### src/rtl/pc_pkg.sv
// Shared definitions for the fetch-stage program-counter generator.
// Holds the default PC width and reset vector and the next-PC select enum.
package pc_pkg;

   localparam int PC_ADDR_W = 10;
   localparam int PC_RESET  = 0;

   typedef enum logic [2:0] {
      NPC_SEQ,
      NPC_REDIR,
      NPC_CALL,
      NPC_RET,
      NPC_CALLRET,
      NPC_HOLD
   } npc_sel_e;

endpackage

### src/rtl/pc_ras.sv
// Circular return-address stack: push overwrites the oldest entry when full.
// Ports: clk, rst (async, active-high); push/pop/replace strobes with wdata;
//        top (current top entry), empty and full (derived from the count).
module pc_ras
   import pc_pkg::*;
#(
   parameter int ADDR_W = PC_ADDR_W,
   parameter int DEPTH  = 4
) (
   input  logic              clk,
   input  logic              rst,
   input  logic              push,
   input  logic              pop,
   input  logic              replace,
   input  logic [ADDR_W-1:0] wdata,
   output logic [ADDR_W-1:0] top,
   output logic              empty,
   output logic              full
);

   localparam int PTR_W = $clog2(DEPTH);
   localparam int CNT_W = $clog2(DEPTH + 1);

   logic [ADDR_W-1:0] mem [DEPTH];
   logic [PTR_W-1:0]  ptr;
   logic [PTR_W-1:0]  ptr_up;
   logic [PTR_W-1:0]  ptr_dn;
   logic [CNT_W-1:0]  count;

   // ptr names the top entry; the pointer simply wraps, so a push into a
   // full stack lands on the oldest slot while count saturates.
   assign ptr_up = ptr + 1'b1;
   assign ptr_dn = ptr - 1'b1;
   assign top    = mem[ptr];
   assign empty  = (count == '0);
   assign full   = (count == CNT_W'(DEPTH));

   always_ff @(posedge clk or posedge rst) begin
      if (rst) begin
         ptr   <= '0;
         count <= '0;
      end else if (push) begin
         ptr <= ptr_up;
         if (!full) begin
            count <= count + 1'b1;
         end
      end else if (pop && !empty) begin
         ptr   <= ptr_dn;
         count <= count - 1'b1;
      end
   end

   // Entry contents need no reset: count gates every read.
   always_ff @(posedge clk) begin
      if (push) begin
         mem[ptr_up] <= wdata;
      end else if (replace) begin
         mem[ptr] <= wdata;
      end
   end

endmodule

### src/rtl/pc_gen.sv
// Program-counter generator: PC register, next-PC priority and sticky
// underflow flag, with an optional return-address stack (macro PC_RAS_EN).
// Ports: clk, rst (async, active-high), en (stall when low);
//        redir_valid/redir_pc, call_valid/call_pc, ret_valid requests;
//        pc (registered), pc_4 (pc+1), ras_empty, ras_full, ras_underflow.
module pc_gen
   import pc_pkg::*;
#(
   parameter int              ADDR_W    = PC_ADDR_W,
   parameter logic [ADDR_W-1:0] RESET_PC = ADDR_W'(PC_RESET),
   parameter int              RAS_DEPTH = 4
) (
   input  logic              clk,
   input  logic              rst,
   input  logic              en,
   input  logic              redir_valid,
   input  logic [ADDR_W-1:0] redir_pc,
   input  logic              call_valid,
   input  logic [ADDR_W-1:0] call_pc,
   input  logic              ret_valid,
   output logic [ADDR_W-1:0] pc,
   output logic [ADDR_W-1:0] pc_4,
   output logic              ras_empty,
   output logic              ras_full,
   output logic              ras_underflow
);

   npc_sel_e          sel;
   logic [ADDR_W-1:0] pc_nxt;
   logic [ADDR_W-1:0] ras_top;
   logic              ras_push;
   logic              ras_pop;
   logic              ras_repl;
   logic              uf_set;

   assign pc_4 = pc + 1'b1;

   always_comb begin
      sel = NPC_SEQ;
      if (!en) begin
         sel = NPC_HOLD;
      end else if (redir_valid) begin
         sel = NPC_REDIR;
      end else if (ret_valid && call_valid) begin
         sel = NPC_CALLRET;
      end else if (ret_valid) begin
         sel = NPC_RET;
      end else if (call_valid) begin
         sel = NPC_CALL;
      end
   end

   always_comb begin
      pc_nxt   = pc;
      ras_push = 1'b0;
      ras_pop  = 1'b0;
      ras_repl = 1'b0;
      uf_set   = 1'b0;
      unique case (sel)
         NPC_HOLD: begin
            pc_nxt = pc;
         end
         NPC_REDIR: begin
            pc_nxt = redir_pc;
         end
         // Call+ret in one slot: jump to the top and leave our own
         // return address in its place, so depth is unchanged.
         NPC_CALLRET: begin
            if (ras_empty) begin
               pc_nxt   = pc_4;
               ras_push = 1'b1;
               uf_set   = 1'b1;
            end else begin
               pc_nxt   = ras_top;
               ras_repl = 1'b1;
            end
         end
         NPC_RET: begin
            if (ras_empty) begin
               pc_nxt = pc_4;
               uf_set = 1'b1;
            end else begin
               pc_nxt  = ras_top;
               ras_pop = 1'b1;
            end
         end
         NPC_CALL: begin
            pc_nxt   = call_pc;
            ras_push = 1'b1;
         end
         default: begin
            pc_nxt = pc_4;
         end
      endcase
   end

   always_ff @(posedge clk or posedge rst) begin
      if (rst) begin
         pc            <= RESET_PC;
         ras_underflow <= 1'b0;
      end else begin
         pc <= pc_nxt;
         if (uf_set) begin
            ras_underflow <= 1'b1;
         end
      end
   end

`ifdef PC_RAS_EN

   pc_ras #(
      .ADDR_W (ADDR_W),
      .DEPTH  (RAS_DEPTH)
   ) u_ras (
      .clk     (clk),
      .rst     (rst),
      .push    (ras_push),
      .pop     (ras_pop),
      .replace (ras_repl),
      .wdata   (pc_4),
      .top     (ras_top),
      .empty   (ras_empty),
      .full    (ras_full)
   );

`else

   // No stack: every return sees an empty RAS and calls push nothing.
   localparam int unused_depth = RAS_DEPTH;

   logic unused_ras;

   assign ras_top    = '0;
   assign ras_empty  = 1'b1;
   assign ras_full   = 1'b0;
   assign unused_ras = ^{ras_push, ras_pop, ras_repl};

`endif

endmodule

### config.mk
export PLATFORM = sky130hd
export DESIGN_NAME = pc_gen
export DESIGN_NICKNAME = d
export VERILOG_FILES = /design/src/rtl/pc_pkg.sv /design/src/rtl/pc_ras.sv /design/src/rtl/pc_gen.sv
export SDC_FILE = /design/constraint.sdc
export NUM_CORES = 1
export LEC_CHECK = 0
export CORE_MARGIN = 2
export CORE_UTILIZATION = 40
export DETAILED_ROUTE_END_ITERATION = 12
export GPL_ROUTABILITY_DRIVEN = 1
export PLACE_DENSITY = 0.8
export SYNTH_ARGS = -nofsm -noshare
export SYNTH_HDL_FRONTEND = slang
export SYNTH_SLANG_ARGS = --single-unit
export TNS_END_PERCENT = 100
### constraint.sdc
create_clock -name clk -period 1.72 [get_ports clk]
set_input_delay 0.344 -clock clk [delete_from_list [all_inputs] [get_ports clk]]
set_output_delay 0.344 -clock clk [all_outputs]
set_load 0.02 [all_outputs]
* Word level (Yosys, flattened, before mapping)
Cells that the tools add are included.
** Storage, ports and cells
- Register bits :: 11
- Input bits :: 26
- Output and inout port bits :: 23
- Logic and storage cells :: 17
** Operators by class
- Add/sub/neg operators :: 1
- Equality and inequality tests :: 5
- Muxes and demuxes :: 7
- Reduce and logical (&&, ||, !) cells :: 2
** Operators with widths (number)
- $pmux 10 s3 :: 1
- $add 10x1->10 const B :: 1
- $mux 3 :: 3
- $eq 3x2->1 const B :: 2
- $eq 3x3->1 const B :: 2
- $mux 2 :: 2
- $eq 3x1->1 const B :: 1
- $reduce_or 2->1 :: 1
- $logic_and 1x1->1 :: 1
- $mux 1 :: 1

* Longest topological paths before layout
Gate-level depths: netlist (run 1).
- Depth in word-level cells :: 8
- Gate-level depth with buffers :: 7
- Gate-level depth less buffers :: 6

* Least setup slack after synthesis (run 1)
No wires, ideal clock.
- Path kind :: flip-flop to output port
- Start point :: reg pc[0]
- End point :: out pc_4[6]
- Arrival :: 1.528 ns
- Required time :: 1.376 ns
- Slack :: -0.152 ns
- Stages on the path, launching flop included :: 5
- Buffers on the path :: 0
- Cell sequence :: dfrtp_1 -> ha_1 -> and3_1 -> and3_1 -> xor2_1
** On the way
- Word-level cells in the longest chain between the ends :: 1
** RTL lines
- start: declaration :: line pc_gen.sv:21 : output logic [ADDR_W-1:0] pc,
- start signal: assignment :: line pc_gen.sv:102 : pc <= pc_nxt;
- $add 10x1->10 :: line pc_gen.sv:36 : assign pc_4 = pc + 1'b1;
- end: declaration :: line pc_gen.sv:22 : output logic [ADDR_W-1:0] pc_4,
No other way between the ends.

* Final worst setup path (run 1)
- Start point :: reg pc[1]
- End point :: out pc_4[6]
Same word-level chain as after synthesis.

==> results.md, run 1 <==
* Setup TNS at -0.411 ns
* Layout area overhead at 88.9%
* Fmax at 529 MHz
* Core Box Area at 2250 µm²
* Final hold vios at 0
* Final WL at 3.57 mm
* Worst-Skew Late Latency at around 0.28 ns
* Status: complete, but fails checks
* Warnings from Yosys at 0
* CTS Hold Bufs at 0
* DRC errors left at 0
* Worst setup margin at -0.172 ns
* Total of max-cap violations at 0
* WP data arrival at approximately 1.6 ns
* Largest cells by area after synthesis: dfrtp_1 28%, nand2_1 5.8%, o311ai_4 5.4%
* # nets final at 225
* Setup Viol. Count Final at 5
* Vias at 1,230
* Initial antenna violation count at 0
* H-tree levels at 1
* FF+latch count, synth at 11
* Final antenna-violating net count at 0
* Startpoint types: register
* DP Worst Slack at -0.587 ns
* Die Ht at approximately 53 µm
* Area fraction of the dominant cell type after synthesis at 28.2%
* RSZ-0062 raised after global routing: true
* CTS tree: yes
* Die area at approximately 2900 µm²
* Largest net degree at the start of global routing at 12
* Netlist Area Pre-Place at about 980 µm²
* Total CTS buffers at 3
* Post-synth top area cell: dfrtp_1
* Total congestion overflow at 0
* Static leakage at roughly 0.86 nW
* Minimum clock period at ~1.9 ns
* Maximum vdd drop at 0.548 mV
* Commonest non-fill, non-tap cell in the layout: buf_4
* Placer Congestion at just over 0.9
* Syn_area_per_cell at between 8 and 9 µm²
* ANT cells at 0
* CTS Buffer Depth at 2
* Post-synthesis async set-or-reset flop share at 100%
* First-pass GRT wire length at about 5.5 mm
* Clock skew at about 0.00053 ns
* Netlist cell types at 40
* Vias in the first global route at 1,280
* IO Port Bufs at 46
* Syn Nets at 144
* Reg clk slew, reported paths at approximately 0.08 ns
* Post-DP HPWL at roughly 2.7 mm
* Pwr Density at slightly below 700 nW/µm²
* Synthesized instance count at ~120
* Initial core utilization at between 40% and 50%
* Clock root buffer: clkbuf_4
* CP required at 1.38 ns
* Vias per cell at around 5.5
* Most frequent cells in the layout: 37 x buf_4, 27 x clkdlybuf4s50_1, 14 x nand2_1
* Die width at between 50 and 60 µm
* Top Ports at between 40 and 50
* Min-Delay Path Class: primary input to async pin
* Register area share after synthesis at 28.2%
* Filler cells at between 100 and 150
* DRT iter0 DRCs at 39
* CP Class: register to output pin
* Max-slew violation count at 0
* Crit path max fanout at 4
* CP Capture Type: output pin
* Routed wire length per instance at 16.0 µm
* Num Clock Sinks at 11
* DRT Pass-1 Iters at 4
* Share of cells above drive strength 1 at approximately two fifths
* Num rows at 17
* Failing checks: negative setup slack
* Aggregate global-route resource usage at 27.2%
* Fin crit share at 110%
* Number of flops mapped to enable cells by yosys at 0
* Main synth FF type: dfrtp_1
## metal layers
metal	routed length [µm]	share of wire, %	GRT usage [%]	up-vias
met5	0	0	0	-
li1	-	-	-	572
met2	1830	51	47.5	70
met1	1440	40	32.3	578
met4	60	1.7	14.1	0
met3	241	6.7	2.82	10
## cells by family after synthesis
kind of cell / synth area share, %
compound gates: 27.9
xor+xnor: 6.27
fa+ha+maj: 3.84
buf+inv: 7.68
flops: 28.2
other cells: 0.769
simple gates: 25.4
## synthesized netlist by cell type, types with 3 or more instances
| library cell | count |
|---|---|
| nand2_1 | 15 |
| dfrtp_1 | 11 |
| inv_1 | 8 |
| o21ai_0 | 8 |
| nand3_1 | 6 |
| a22o_1 | 5 |
| a21oi_1 | 4 |
| and3_1 | 4 |
| xnor2_1 | 4 |
| and2_1 | 3 |
| and4_1 | 3 |
| buf_2 | 3 |
| ha_1 | 3 |
| nor2_1 | 3 |
| xor2_1 | 3 |
## critical path: stages (launching register included)
cell and delay, ns:
dfrtp_1 0.39, ha_2 0.19, and3_4 0.20, and3_4 0.22, xor2_2 0.14, buf_6 0.13
## final cells by class
class / count / area [µm²] / area share (%)
clock buffer: 4 / 26.3 / 1.42
inverter: 9 / 33.8 / 1.83
tap: 28 / 35.0 / 1.90
sequential: 11 / 277 / 15.0
timing repair buffer: 82 / 734 / 39.8
multi-input combinational: 89 / 739 / 40.1
## flip-flops by register name, summed over array words and instances (netlist names)
name / cells
pc: 10
ras_underflow: 1
## path summary, 6_finish.rpt
kind | startpoint | to | slack, ns | cells past startpoint
max reg2reg | pc[1]$_DFFE_PP0P_ | pc[6]$_DFFE_PP0P_ | 0.06 | 6
min | rst | pc[5]$_DFFE_PP0P_ | 0.38 | 2
max | pc[1]$_DFFE_PP0P_ | pc_4[6] | -0.17 | 5
min in group clk | ras_underflow$_DFFE_PP0P_ | ras_underflow$_DFFE_PP0P_ | 0.47 | 1
min reg2reg | ras_underflow$_DFFE_PP0P_ | ras_underflow$_DFFE_PP0P_ | 0.47 | 1
max in group asynchronous | rst | pc[0]$_DFFE_PP0P_ | 0.99 | 2
## through the flow
step / cells / power, mW / utilization [%] / hold WS [ns] / cell area (µm²)
2_1_floorplan: 115 / 0.670 / - / 0.196 / 1010
3_3_place_gp: 213 / 1.01 / 75.1 / 0.454 / 1690
3_5_place_dp: 213 / 1.03 / 75.1 / 0.454 / 1690
4_1_cts: 218 / 1.22 / 78.1 / 0.392 / 1760
5_1_grt: 223 / 1.33 / 81.9 / 0.442 / 1850
6_report: 223 / 1.27 / 81.9 / 0.381 / 1850
## what timing repair did
action	CTS	global route
setup endpoints to repair	27	16
pin swaps	6	11
hold endpoints to repair	0	0
cloned	0	0
buffers inserted	1	5
gates resized for setup	72	14
## power by group
part / total [mW] / leakage, nW / switching (mW) / internal [mW]
clock network: 0.199 / 0.0150 / 0.109 / 0.0901
registers: 0.332 / 0.129 / 0.0325 / 0.299
logic: 0.739 / 0.716 / 0.367 / 0.372
total: 1.27 / 0.860 / 0.508 / 0.762
(Power assumes the default switching activity.)
==> run 2, diff against run 1 <==
--- a/config.mk
+++ b/config.mk
@@ -6,10 +6,10 @@
 export NUM_CORES = 1
 export LEC_CHECK = 0
 export CORE_MARGIN = 2
-export CORE_UTILIZATION = 40
+export CORE_UTILIZATION = 43
 export DETAILED_ROUTE_END_ITERATION = 12
 export GPL_ROUTABILITY_DRIVEN = 1
-export PLACE_DENSITY = 0.8
+export PLACE_DENSITY = 0.85
 export SYNTH_ARGS = -nofsm -noshare
 export SYNTH_HDL_FRONTEND = slang
 export SYNTH_SLANG_ARGS = --single-unit
==> constraint.sdc (replaced) <==
create_clock -name clk -period 2.32 [get_ports clk]
set_input_delay 0.464 -clock clk [delete_from_list [all_inputs] [get_ports clk]]
set_output_delay 0.464 -clock clk [all_outputs]
set_load 0.02 [all_outputs]
==> results.md, run 2 (synthesis gave the netlist of run 1 again) <==
* Status: completed
* Die Ht at ~52 µm
* Int Pwr at between 500 and 600 µW
* Worst stage delay on the critical path at between 0.4 and 0.5 ns
* Most frequent cells in the layout: 38 x clkdlybuf4s50_1, 20 x buf_4, 15 x nand2_1
* CP Capture Type: register
* DRT Pass-1 Iters at 4
* RSZ-0062 raised after global routing: false
* Total power at 848 µW
* # nets final at around 210
* CP Class: primary input to register
* Total congestion overflow at 0
* Commonest non-fill, non-tap cell in the layout: clkdlybuf4s50_1
* Routed wire length per instance at about 14 µm
* Setup TNS at 0 ns
* CP max stage cell: clkdlybuf4s50_1
* WP data arrival at 2.41 ns
* Vias in the first global route at approximately 1,100
* ANT cells at 0
* Multi-input gate area at 627 µm²
* Aggregate global-route resource usage at about a quarter
* Initial core utilization at 45.0%
* Resized Gates After CTS at 7
* First-pass GRT wire length at between 4 and 5 mm
* Clock root buffer: clkbuf_4
* Num Clock Sinks at 11
* CTS tree: yes
* Met1 WL at 1.07 mm
* Die width at approximately 52 µm
* Post-route core utilization at 73.7%
* Post-DP HPWL at 2.35 mm
* Max reg flops at 10
* Top Ports at about 50
* Share of cells above drive strength 1 at 17.9%
* Pwr Density at 530 nW/µm²
* Largest Register: pc
* Min-Delay Path Class: primary input to async pin
* CTS Buffer Depth at 2
* Met3 wire length at 169 µm
* Total CTS buffers at 3
* Reg power frac at approximately 30%
* Minimum clock period at about 2.2 ns
* Filler cells at around 180
* Worst setup path startpoint: call_valid
* CTS Hold Bufs at 0
* Clock share of power at between 10% and 20%
* Met2 wire length at ~1.6 mm
* Reg clk slew, reported paths at ~0.08 ns
* Fin crit share at ~95%
* Non-filler cells, final at roughly 210
* Gate power share at between 50% and 60%
* Startpoint types: primary input
* Static leakage at around 0.74 nW
* Top Registers: pc (10), ras_underflow (1)
* Die area at about 2700 µm²
* Post-CTS Repair Setup Buffers at 0
* Layout area overhead at 63.6%
* Initial antenna violation count at 0
* Worst r2r src: pc[0]$_DFFE_PP0P_
* Final hold vios at 0
* IO Port Bufs at 46
* Sw power at approximately 330 µW
* DRT iter0 DRCs at 21
* Switching share of power at between 30% and 40%
* Max Used Layer: met4
* Largest net degree at the start of global routing at 12
* Maximum vdd drop at between 0.3 and 0.4 mV
* Cells after DPL at roughly 200
* Setup Viol. Count Final at 0
* DRC errors left at 0
* Clock skew at 0.00752 ns
* Placer Congestion at between 0.8 and 0.9
* Worst-Skew Late Latency at between 0.2 and 0.3 ns
* Vias per cell at ~5.4
* Vias at ~1,100
* Core Box Area at 2170 µm²
* H-tree levels at 1
* FF/Latch Area at 275 µm²
* Num rows at 17
* Total of max-cap violations at 0
* Final WL at around 2.8 mm
* Final antenna-violating net count at 0
* Worst-path cell chain: clkdlybuf4s50_1, inv_1, ha_1, or3_1, buf_4, o311ai_4, o21ai_1, a21oi_1
* Fmax at 453 MHz
* Crit path max fanout at 3
* Max-slew violation count at 0
* CP required at 2.52 ns
run 2: changes by cell type in the layout (fill, tap and decap cells not counted), moves of 3 or more:
cell,previous run,this run
buf_4,37,20
clkdlybuf4s50_1,27,38
buf_6,6,0
and4_1,0,3
and4_4,3,0
ha_1,0,3
nand3_1,3,6
xnor2_1,1,4
xnor2_2,3,0
run 2: cell type report:
type | count | share of cell area, %
sequential | 11 | 17.2
clock buffer | 4 | 1.64
inverter | 9 | 2.11
multi-input combinational | 89 | 39.2
timing repair buffer | 66 | 37.6
tap | 28 | 2.19
run 2: path summary, 6_finish.rpt:
kind                                              to  slack (ns)  depth (start not counted)
hold / removal                     pc[5]$_DFFE_PP0P_        0.48                          2
hold reg to reg            ras_underflow$_DFFE_PP0P_        0.51                          1
min in group clk           ras_underflow$_DFFE_PP0P_        0.51                          1
max in group asynchronous          pc[0]$_DFFE_PP0P_        1.53                          2
setup / recovery                   pc[7]$_DFFE_PP0P_        0.11                          8
setup reg to reg                   pc[6]$_DFFE_PP0P_        0.68                          5
run 2: critical path: cells and delay by family:
family	cells	cell delay, ns
buf+inv	3	0.71
simple gates	1	0.43
fa+ha+maj	1	0.30
compound gates	3	0.50
run 2: power by group through the flow:
stage	clock network [mW]	registers (mW)	logic [mW]
after floorplan	0	0.297	0.189
after global placement	0	0.252	0.470
after detailed placement	0	0.254	0.478
after CTS	0.137	0.251	0.464
after global routing	0.149	0.256	0.497
final	0.136	0.251	0.461
run 2: metrics by stage:
stage | hold slack, ns | instance area, µm² | setup WS, ns
6_report | 0.484 | 1600 | 0.111
3_5_place_dp | 0.486 | 1580 | -0.180
3_3_place_gp | 0.464 | 1580 | -0.0797
4_1_cts | 0.498 | 1600 | 0.0214
2_1_floorplan | 0.316 | 977 | 0.328
5_1_grt | 0.518 | 1600 | 0.00483
run 2: routing by layer:
metal	GRT usage (%)	vias up
met5	0	-
met4	7.89	0
met3	5.17	2
met2	45.1	45
met1	27.0	528
li1	-	540
